--- config.mk ---
export PLATFORM = sky130hd
export DESIGN_NAME = operand_fetch
export DESIGN_NICKNAME = d
export VERILOG_FILES = /design/src/rtl/operand_fetch_pkg.sv /design/src/rtl/operand_fetch_scoreboard.sv /design/src/rtl/operand_fetch.sv
export SDC_FILE = /design/constraint.sdc
export NUM_CORES = 1
export LEC_CHECK = 0
export CORE_MARGIN = 10
export CORE_UTILIZATION = 40
export CTS_BUF_LIST = sky130_fd_sc_hd__clkbuf_4 sky130_fd_sc_hd__clkbuf_8 sky130_fd_sc_hd__clkbuf_16
export DETAILED_ROUTE_END_ITERATION = 8
export GPL_ROUTABILITY_DRIVEN = 0
export PLACE_DENSITY = 0.75
export SYNTH_ARGS = -nofsm -noshare
export SYNTH_HDL_FRONTEND = slang
export SYNTH_HIERARCHICAL = 1
export SYNTH_SLANG_ARGS = --single-unit
--- constraint.sdc ---
create_clock -name clk -period 6.4 [get_ports clk]
set_input_delay 0.64 -clock clk [delete_from_list [all_inputs] [get_ports clk]]
set_output_delay 0.64 -clock clk [all_outputs]
set_load 0.02 [all_outputs]
--- src/rtl/operand_fetch_pkg.sv ---
// operand_fetch_pkg
//   Shared CPU definitions used by the operand-fetch stage: datapath and
//   register-address widths, the hardwired-zero register index and the
//   payload carried through the stage alongside the operands.
package operand_fetch_pkg;

  localparam int DATA_W = 32;
  localparam int REG_AW = 5;
  localparam int PC_W   = 32;

  localparam logic [REG_AW-1:0] REG_ZERO = '0;

  // Instruction fields that travel with an instruction through the stage.
  typedef struct packed {
    logic [REG_AW-1:0] rs1;
    logic [REG_AW-1:0] rs2;
    logic [REG_AW-1:0] rd;
    logic              rd_we;
    logic [PC_W-1:0]   pc;
  } of_payload_t;

endpackage

--- src/rtl/operand_fetch_scoreboard.sv ---
// opfetch_scoreboard
//   Busy-bit scoreboard for in-flight destination registers.
//   Ports:
//     clk, rst          clock / asynchronous active-high reset
//     set_en, set_idx   mark a register busy (instruction accepted)
//     clr_en, clr_idx   mark a register free (writeback)
//     q_rs1, q_rs2      source indices to test for hazards
//     q_rd, q_rd_en     destination index to test, only when q_rd_en
//     hazard            any queried register is busy and not freed this cycle
//   A set and a clear of the same index in one cycle leave the bit set:
//   the clear belongs to the older writer, the set to the newer one.
module opfetch_scoreboard #(
  parameter int REG_AW = 5
) (
  input  logic              clk,
  input  logic              rst,
  input  logic              set_en,
  input  logic [REG_AW-1:0] set_idx,
  input  logic              clr_en,
  input  logic [REG_AW-1:0] clr_idx,
  input  logic [REG_AW-1:0] q_rs1,
  input  logic [REG_AW-1:0] q_rs2,
  input  logic [REG_AW-1:0] q_rd,
  input  logic              q_rd_en,
  output logic              hazard
);

  localparam int NREG = 1 << REG_AW;

  logic [NREG-1:0] busy_q;
  logic [NREG-1:0] busy_d;
  logic            hz_rs1;
  logic            hz_rs2;
  logic            hz_rd;

  // A register being written back this cycle no longer blocks: its value
  // is available on the bypass path at the same edge.
  assign hz_rs1 = (q_rs1 != '0) && busy_q[q_rs1] && !(clr_en && (clr_idx == q_rs1));
  assign hz_rs2 = (q_rs2 != '0) && busy_q[q_rs2] && !(clr_en && (clr_idx == q_rs2));
  assign hz_rd  = q_rd_en && (q_rd != '0) && busy_q[q_rd] && !(clr_en && (clr_idx == q_rd));
  assign hazard = hz_rs1 || hz_rs2 || hz_rd;

  always_comb begin
    busy_d = busy_q;
    if (clr_en) begin
      busy_d[clr_idx] = 1'b0;
    end
    // Applied after the clear so that a simultaneous set wins.
    if (set_en) begin
      busy_d[set_idx] = 1'b1;
    end
    busy_d[0] = 1'b0;
  end

  always_ff @(posedge clk or posedge rst) begin
    if (rst) begin
      busy_q <= '0;
    end else begin
      busy_q <= busy_d;
    end
  end

endmodule

--- src/rtl/operand_fetch.sv ---
// operand_fetch
//   Operand-fetch stage between decoder and execute. Drives the read
//   addresses of a 2R1W register file with 1-cycle registered read, tracks
//   in-flight destinations, stalls on RAW/WAW hazards and bypasses
//   writeback data arriving in the same cycle as an accept.
//   Ports:
//     clk, rst                     clock / asynchronous active-high reset
//     in_valid, in_ready           decoder handshake
//     in_rs1, in_rs2, in_rd,
//     in_rd_we, in_pc              decoded instruction fields
//     rf_rs1, rf_rs2               register-file read addresses
//     rf_rs1_data, rf_rs2_data     register-file data (address + 1 cycle)
//     wb_valid, wb_rd, wb_data     writeback (also writes the register file)
//     out_valid, out_ready         execute handshake
//     out_rs1_data, out_rs2_data   resolved operands
//     out_rd, out_rd_we, out_pc    passthrough fields
//   Pipeline: A (address stage, waiting for rf data) -> O (output register).
module operand_fetch #(
  parameter int DATA_W = 32,
  parameter int REG_AW = 5
) (
  input  logic              clk,
  input  logic              rst,
  input  logic              in_valid,
  output logic              in_ready,
  input  logic [REG_AW-1:0] in_rs1,
  input  logic [REG_AW-1:0] in_rs2,
  input  logic [REG_AW-1:0] in_rd,
  input  logic              in_rd_we,
  input  logic [31:0]       in_pc,
  output logic [REG_AW-1:0] rf_rs1,
  output logic [REG_AW-1:0] rf_rs2,
  input  logic [DATA_W-1:0] rf_rs1_data,
  input  logic [DATA_W-1:0] rf_rs2_data,
  input  logic              wb_valid,
  input  logic [REG_AW-1:0] wb_rd,
  input  logic [DATA_W-1:0] wb_data,
  output logic              out_valid,
  input  logic              out_ready,
  output logic [DATA_W-1:0] out_rs1_data,
  output logic [DATA_W-1:0] out_rs2_data,
  output logic [REG_AW-1:0] out_rd,
  output logic              out_rd_we,
  output logic [31:0]       out_pc
);

  import operand_fetch_pkg::*;

  // A stage
  logic              a_valid_q, a_valid_d;
  of_payload_t       a_pl_q, a_pl_d;
  logic              a_byp1_q, a_byp1_d;
  logic              a_byp2_q, a_byp2_d;
  logic [DATA_W-1:0] a_byp1_data_q, a_byp1_data_d;
  logic [DATA_W-1:0] a_byp2_data_q, a_byp2_data_d;

  // O stage
  logic              o_valid_q, o_valid_d;
  logic [DATA_W-1:0] o_rs1_data_q, o_rs1_data_d;
  logic [DATA_W-1:0] o_rs2_data_q, o_rs2_data_d;
  logic [REG_AW-1:0] o_rd_q, o_rd_d;
  logic              o_rd_we_q, o_rd_we_d;
  logic [31:0]       o_pc_q, o_pc_d;

  logic hazard;
  logic a_move;
  logic accept;
  logic in_byp1;
  logic in_byp2;
  logic sb_set;

  assign a_move   = a_valid_q && (!o_valid_q || out_ready);
  assign in_ready = (!a_valid_q || a_move) && !hazard;
  assign accept   = in_valid && in_ready;

  // Writeback landing at the accept edge: the register file returns the
  // pre-write value for this read, so the new value is captured here.
  assign in_byp1 = wb_valid && (wb_rd == in_rs1) && (in_rs1 != REG_ZERO);
  assign in_byp2 = wb_valid && (wb_rd == in_rs2) && (in_rs2 != REG_ZERO);

  assign sb_set = accept && in_rd_we && (in_rd != REG_ZERO);

  // While A is stuck, keep presenting its sources so the registered read
  // data still belongs to A when it finally moves.
  assign rf_rs1 = (a_valid_q && !a_move) ? a_pl_q.rs1 : in_rs1;
  assign rf_rs2 = (a_valid_q && !a_move) ? a_pl_q.rs2 : in_rs2;

  opfetch_scoreboard #(
    .REG_AW (REG_AW)
  ) u_scoreboard (
    .clk     (clk),
    .rst     (rst),
    .set_en  (sb_set),
    .set_idx (in_rd),
    .clr_en  (wb_valid),
    .clr_idx (wb_rd),
    .q_rs1   (in_rs1),
    .q_rs2   (in_rs2),
    .q_rd    (in_rd),
    .q_rd_en (in_rd_we),
    .hazard  (hazard)
  );

  always_comb begin
    a_valid_d     = a_valid_q;
    a_pl_d        = a_pl_q;
    a_byp1_d      = a_byp1_q;
    a_byp2_d      = a_byp2_q;
    a_byp1_data_d = a_byp1_data_q;
    a_byp2_data_d = a_byp2_data_q;
    if (accept) begin
      a_valid_d     = 1'b1;
      a_pl_d.rs1    = in_rs1;
      a_pl_d.rs2    = in_rs2;
      a_pl_d.rd     = in_rd;
      a_pl_d.rd_we  = in_rd_we;
      a_pl_d.pc     = in_pc;
      a_byp1_d      = in_byp1;
      a_byp2_d      = in_byp2;
      a_byp1_data_d = wb_data;
      a_byp2_data_d = wb_data;
    end else if (a_move) begin
      a_valid_d = 1'b0;
    end
  end

  // Sources were free when accepted, so the captured operands cannot be
  // invalidated by a later writeback; no update path is needed in O.
  always_comb begin
    o_valid_d    = o_valid_q;
    o_rs1_data_d = o_rs1_data_q;
    o_rs2_data_d = o_rs2_data_q;
    o_rd_d       = o_rd_q;
    o_rd_we_d    = o_rd_we_q;
    o_pc_d       = o_pc_q;
    if (a_move) begin
      o_valid_d    = 1'b1;
      o_rs1_data_d = (a_pl_q.rs1 == REG_ZERO) ? '0 :
                     a_byp1_q ? a_byp1_data_q : rf_rs1_data;
      o_rs2_data_d = (a_pl_q.rs2 == REG_ZERO) ? '0 :
                     a_byp2_q ? a_byp2_data_q : rf_rs2_data;
      o_rd_d       = a_pl_q.rd;
      o_rd_we_d    = a_pl_q.rd_we;
      o_pc_d       = a_pl_q.pc;
    end else if (out_ready) begin
      o_valid_d = 1'b0;
    end
  end

  always_ff @(posedge clk or posedge rst) begin
    if (rst) begin
      a_valid_q     <= 1'b0;
      a_pl_q        <= '0;
      a_byp1_q      <= 1'b0;
      a_byp2_q      <= 1'b0;
      a_byp1_data_q <= '0;
      a_byp2_data_q <= '0;
      o_valid_q     <= 1'b0;
      o_rs1_data_q  <= '0;
      o_rs2_data_q  <= '0;
      o_rd_q        <= '0;
      o_rd_we_q     <= 1'b0;
      o_pc_q        <= '0;
    end else begin
      a_valid_q     <= a_valid_d;
      a_pl_q        <= a_pl_d;
      a_byp1_q      <= a_byp1_d;
      a_byp2_q      <= a_byp2_d;
      a_byp1_data_q <= a_byp1_data_d;
      a_byp2_data_q <= a_byp2_data_d;
      o_valid_q     <= o_valid_d;
      o_rs1_data_q  <= o_rs1_data_d;
      o_rs2_data_q  <= o_rs2_data_d;
      o_rd_q        <= o_rd_d;
      o_rd_we_q     <= o_rd_we_d;
      o_pc_q        <= o_pc_d;
    end
  end

  assign out_valid    = o_valid_q;
  assign out_rs1_data = o_rs1_data_q;
  assign out_rs2_data = o_rs2_data_q;
  assign out_rd       = o_rd_q;
  assign out_rd_we    = o_rd_we_q;
  assign out_pc       = o_pc_q;

endmodule

==> metrics.txt <==
status=finished, final reports clean; DR vias=7716; Combinational Power Share=around a third; startpoint types=input port; Setup Skew=roughly 12 ps; Netlist cell types=44; Sw Pwr=1750 µW; sw frac=32.7%; setup TNS=0 ps; postcts setup bufs=0; Arr. time, crit path=~4900 ps; DR pass1 iterations=5; Die W=181 µm; Die Height=~180 µm; pwr dens=between 300 and 400 nW/µm²; drt drc=0; Routed Antenna Nets=0; Avg Synthesized Cell Area=12.9 µm²; non-filler instance count after layout=between 1000 and 1500; I/O Buffers=267; max layer used=met5; initial antenna violation count=4; Tmin final=4460 ps; Site Rows=58; adder and majority gate portion of the synthesized area=0%; HP Class=reg2reg; largest buffer count on any clock path=3; Mapped Area=10400 µm²; most common cell after layout, fill and taps aside=clkdlybuf4s50_1; Filler Cells Inserted=around 2100; endpoints failing hold=0; Critical Path RT=6820 ps; Multi-input gate area=4570 µm²; sequential share of power=39.5%; met3 routed WL=about 2.6 mm; WL met1=13.0 mm; Initial Utilization=40.9%; Top FF cell, synth=dfrtp_1; Die Footprint=32700 µm²; layout cells sized above 1=19.9%; final net count=~1200; Max-cap violations=0; CP startpoint=in_rd[2]; ys async rst share=100%; post-synthesis mux area share=26.2%; DR WL/cell=22.2 µm; Overflow after GRT=0; commonest cells after routing, fill and taps aside=267 x clkdlybuf4s50_1, 215 x dfrtp_1, 132 x mux2_2; Clock transition at path regs=60 ps; crit path max fanout=42; Setup Viol. Count Final=0; Tot GR Track Use=~18%; Syn Inst Count=806; Hold Slack=473 ps; maximum clock frequency=around 0.22 GHz; largest family of logic cells by synthesized area=multiplexers; Yosys reg bits=217; clock power share=25.2%; internal power=3610 µW; post-route design area=13900 µm²; Routed WL=roughly 31 mm; H-Tree Depth=1; simple logic cell fraction of the synthesized area=6.85%; clk root buf=clkbuf_16; Least-Margin Pin Slew=1170 ps; vias in the first global route=7718; HP Start=out_rs2_data[11]; Crit. End Element=flip-flop; first-pass GRT wire length=47.5 mm; Synth Area in XOR/XNOR=1.94%; Synth Area in Compound Gates=9.05%; Placeable Area=about 25000 µm²; post-DR vias/cell=between 5 and 6; Worst-Skew Late Latency=a little over 500 ps; Post-Place Cells=1353; synthesis warning total=6; CTS tree=yes; Seq/Total Area, Yosys=a little over half; Register Area=5430 µm²; Post-synth EDFFs=0; Area growth syn-to-layout=34.6%; Period Utilization, post-route=69.7%; Max VDD drop=~0.00025 V; R2R Path Start=u_scoreboard/busy_q[27]; Static Leak=0.00565 µW; post-synth net total=960; Boundary Pins=roughly 270; final slew viol count=0; RSZ-0062 raised after global routing=false; dpl hpwl=21.8 mm; largest net degree at the start of global routing=134; TritonCTS Sinks=217; met2 WL post-DR=14.9 mm; critical path class=in2reg; total CTS buffers=24; post-cts resize count=0; CTS Hold Bufs=0; placed cell area=about 13000 µm²; Rel. slew slack=21.6%; 1st-iter DRT viols=707
-- final timing paths --
check	to	slack (ps)	cells past startpoint
setup / recovery	u_scoreboard/busy_q[28]	1940	10
hold / removal	out_rs2_data[11]	470	2
setup reg to reg	u_scoreboard/busy_q[28]	2650	9
hold reg to reg	out_rs2_data[11]	470	2
max in group asynchronous	out_rs1_data[10]	4350	3
min in group asynchronous	a_pl_q[35]	710	2
-- area by class of cell --
| cell class | instances | area share, % |
|---|---|---|
| Sequential cell | 217 | 39.0 |
| Multi-Input combinational cell | 529 | 32.8 |
| Timing Repair Buffer | 273 | 19.5 |
| Clock buffer | 38 | 5.41 |
| Tap cell | 330 | 2.96 |
| Clock inverter | 5 | 0.197 |
| Inverter | 4 | 0.162 |
| Antenna cell | 2 | 0.0359 |
-- cells by family (layout without fill, tap and decap cells) --
family,count (synthesis),count (layout)
flops,217,217
mux,227,227
simple gates,135,135
other cells,0,2
xor+xnor,23,23
buf+inv,60,320
compound gates,144,144
-- power by group through the flow --
stage	registers, µW	logic, µW	clock network [µW]
global placement	2130	1880	0
CTS	2130	1920	1390
floorplan	2430	672	0
global route	2180	2010	1450
detailed placement	2150	1910	0
finish	2120	1890	1350
-- routing by layer --
metal | vias to the layer above | global-route usage, %
met5 | - | 0
met4 | 4 | 3.19
li1 | 3466 | -
met3 | 33 | 4.84
met1 | 3890 | 23.7
met2 | 323 | 29.4
-- flip-flops by register name, summed over array words and instances, names as in the netlist --
signal	count
a_pl_q	48
a_byp2_data_q	32
out_pc	32
out_rs1_data	32
out_rs2_data	32
u_scoreboard/busy_q	31
out_rd	5
a_byp1_q	1
a_byp2_q	1
a_valid_q	1
out_rd_we	1
out_valid	1
-- worst max-delay path, stage by stage --
cell and delay (ps):
clkdlybuf4s50_1 1030, mux4_2 590, nand3_1 100, o2111ai_1 140
o211ai_1 170, o211ai_2 140, nand3b_4 580, nor3b_1 650
or3b_2 580, o21ai_0 230
-- through the flow --
step / setup WS, ps / total power, µW / util (%)
floorplan: 703 / 3100 / -
global placement: 1640 / 4010 / 51.9
detailed placement: 1490 / 4060 / 51.9
CTS: 2020 / 5430 / 55.0
global route: 1720 / 5640 / 55.0
finish: 1940 / 5360 / 55.0
-- Yosys cell counts (2+ instances only) --
master	number	area share (%)
buf_4	11	0.80
o21ai_0	63	3.0
a2111oi_0	2	0.17
nand2_1	75	2.7
a31oi_1	2	0.12
nor2b_1	5	0.30
or3_1	2	0.12
nand3_1	7	0.34
or4_1	2	0.14
clkbuf_1	13	0.47
dfrtp_1	217	52
nor2_4	2	0.22
nand2b_1	3	0.18
mux2_2	132	14
or3b_2	4	0.34
a21oi_1	2	0.097
nor2_1	5	0.18
nor3_1	4	0.19
nand3b_4	2	0.39
xnor2_1	5	0.42
mux2i_1	75	7.2
xor2_1	18	1.5
nor3b_1	2	0.14
mux4_2	13	2.8
mux4_1	7	1.8
or4_4	2	0.22
inv_1	4	0.14
nor4_1	6	0.36
buf_2	21	1.0
nand3b_1	11	0.80
and3_1	2	0.12
o31ai_1	66	4.8
buf_6	10	1.1
Note: power is estimated with default switching activity, not from simulation.
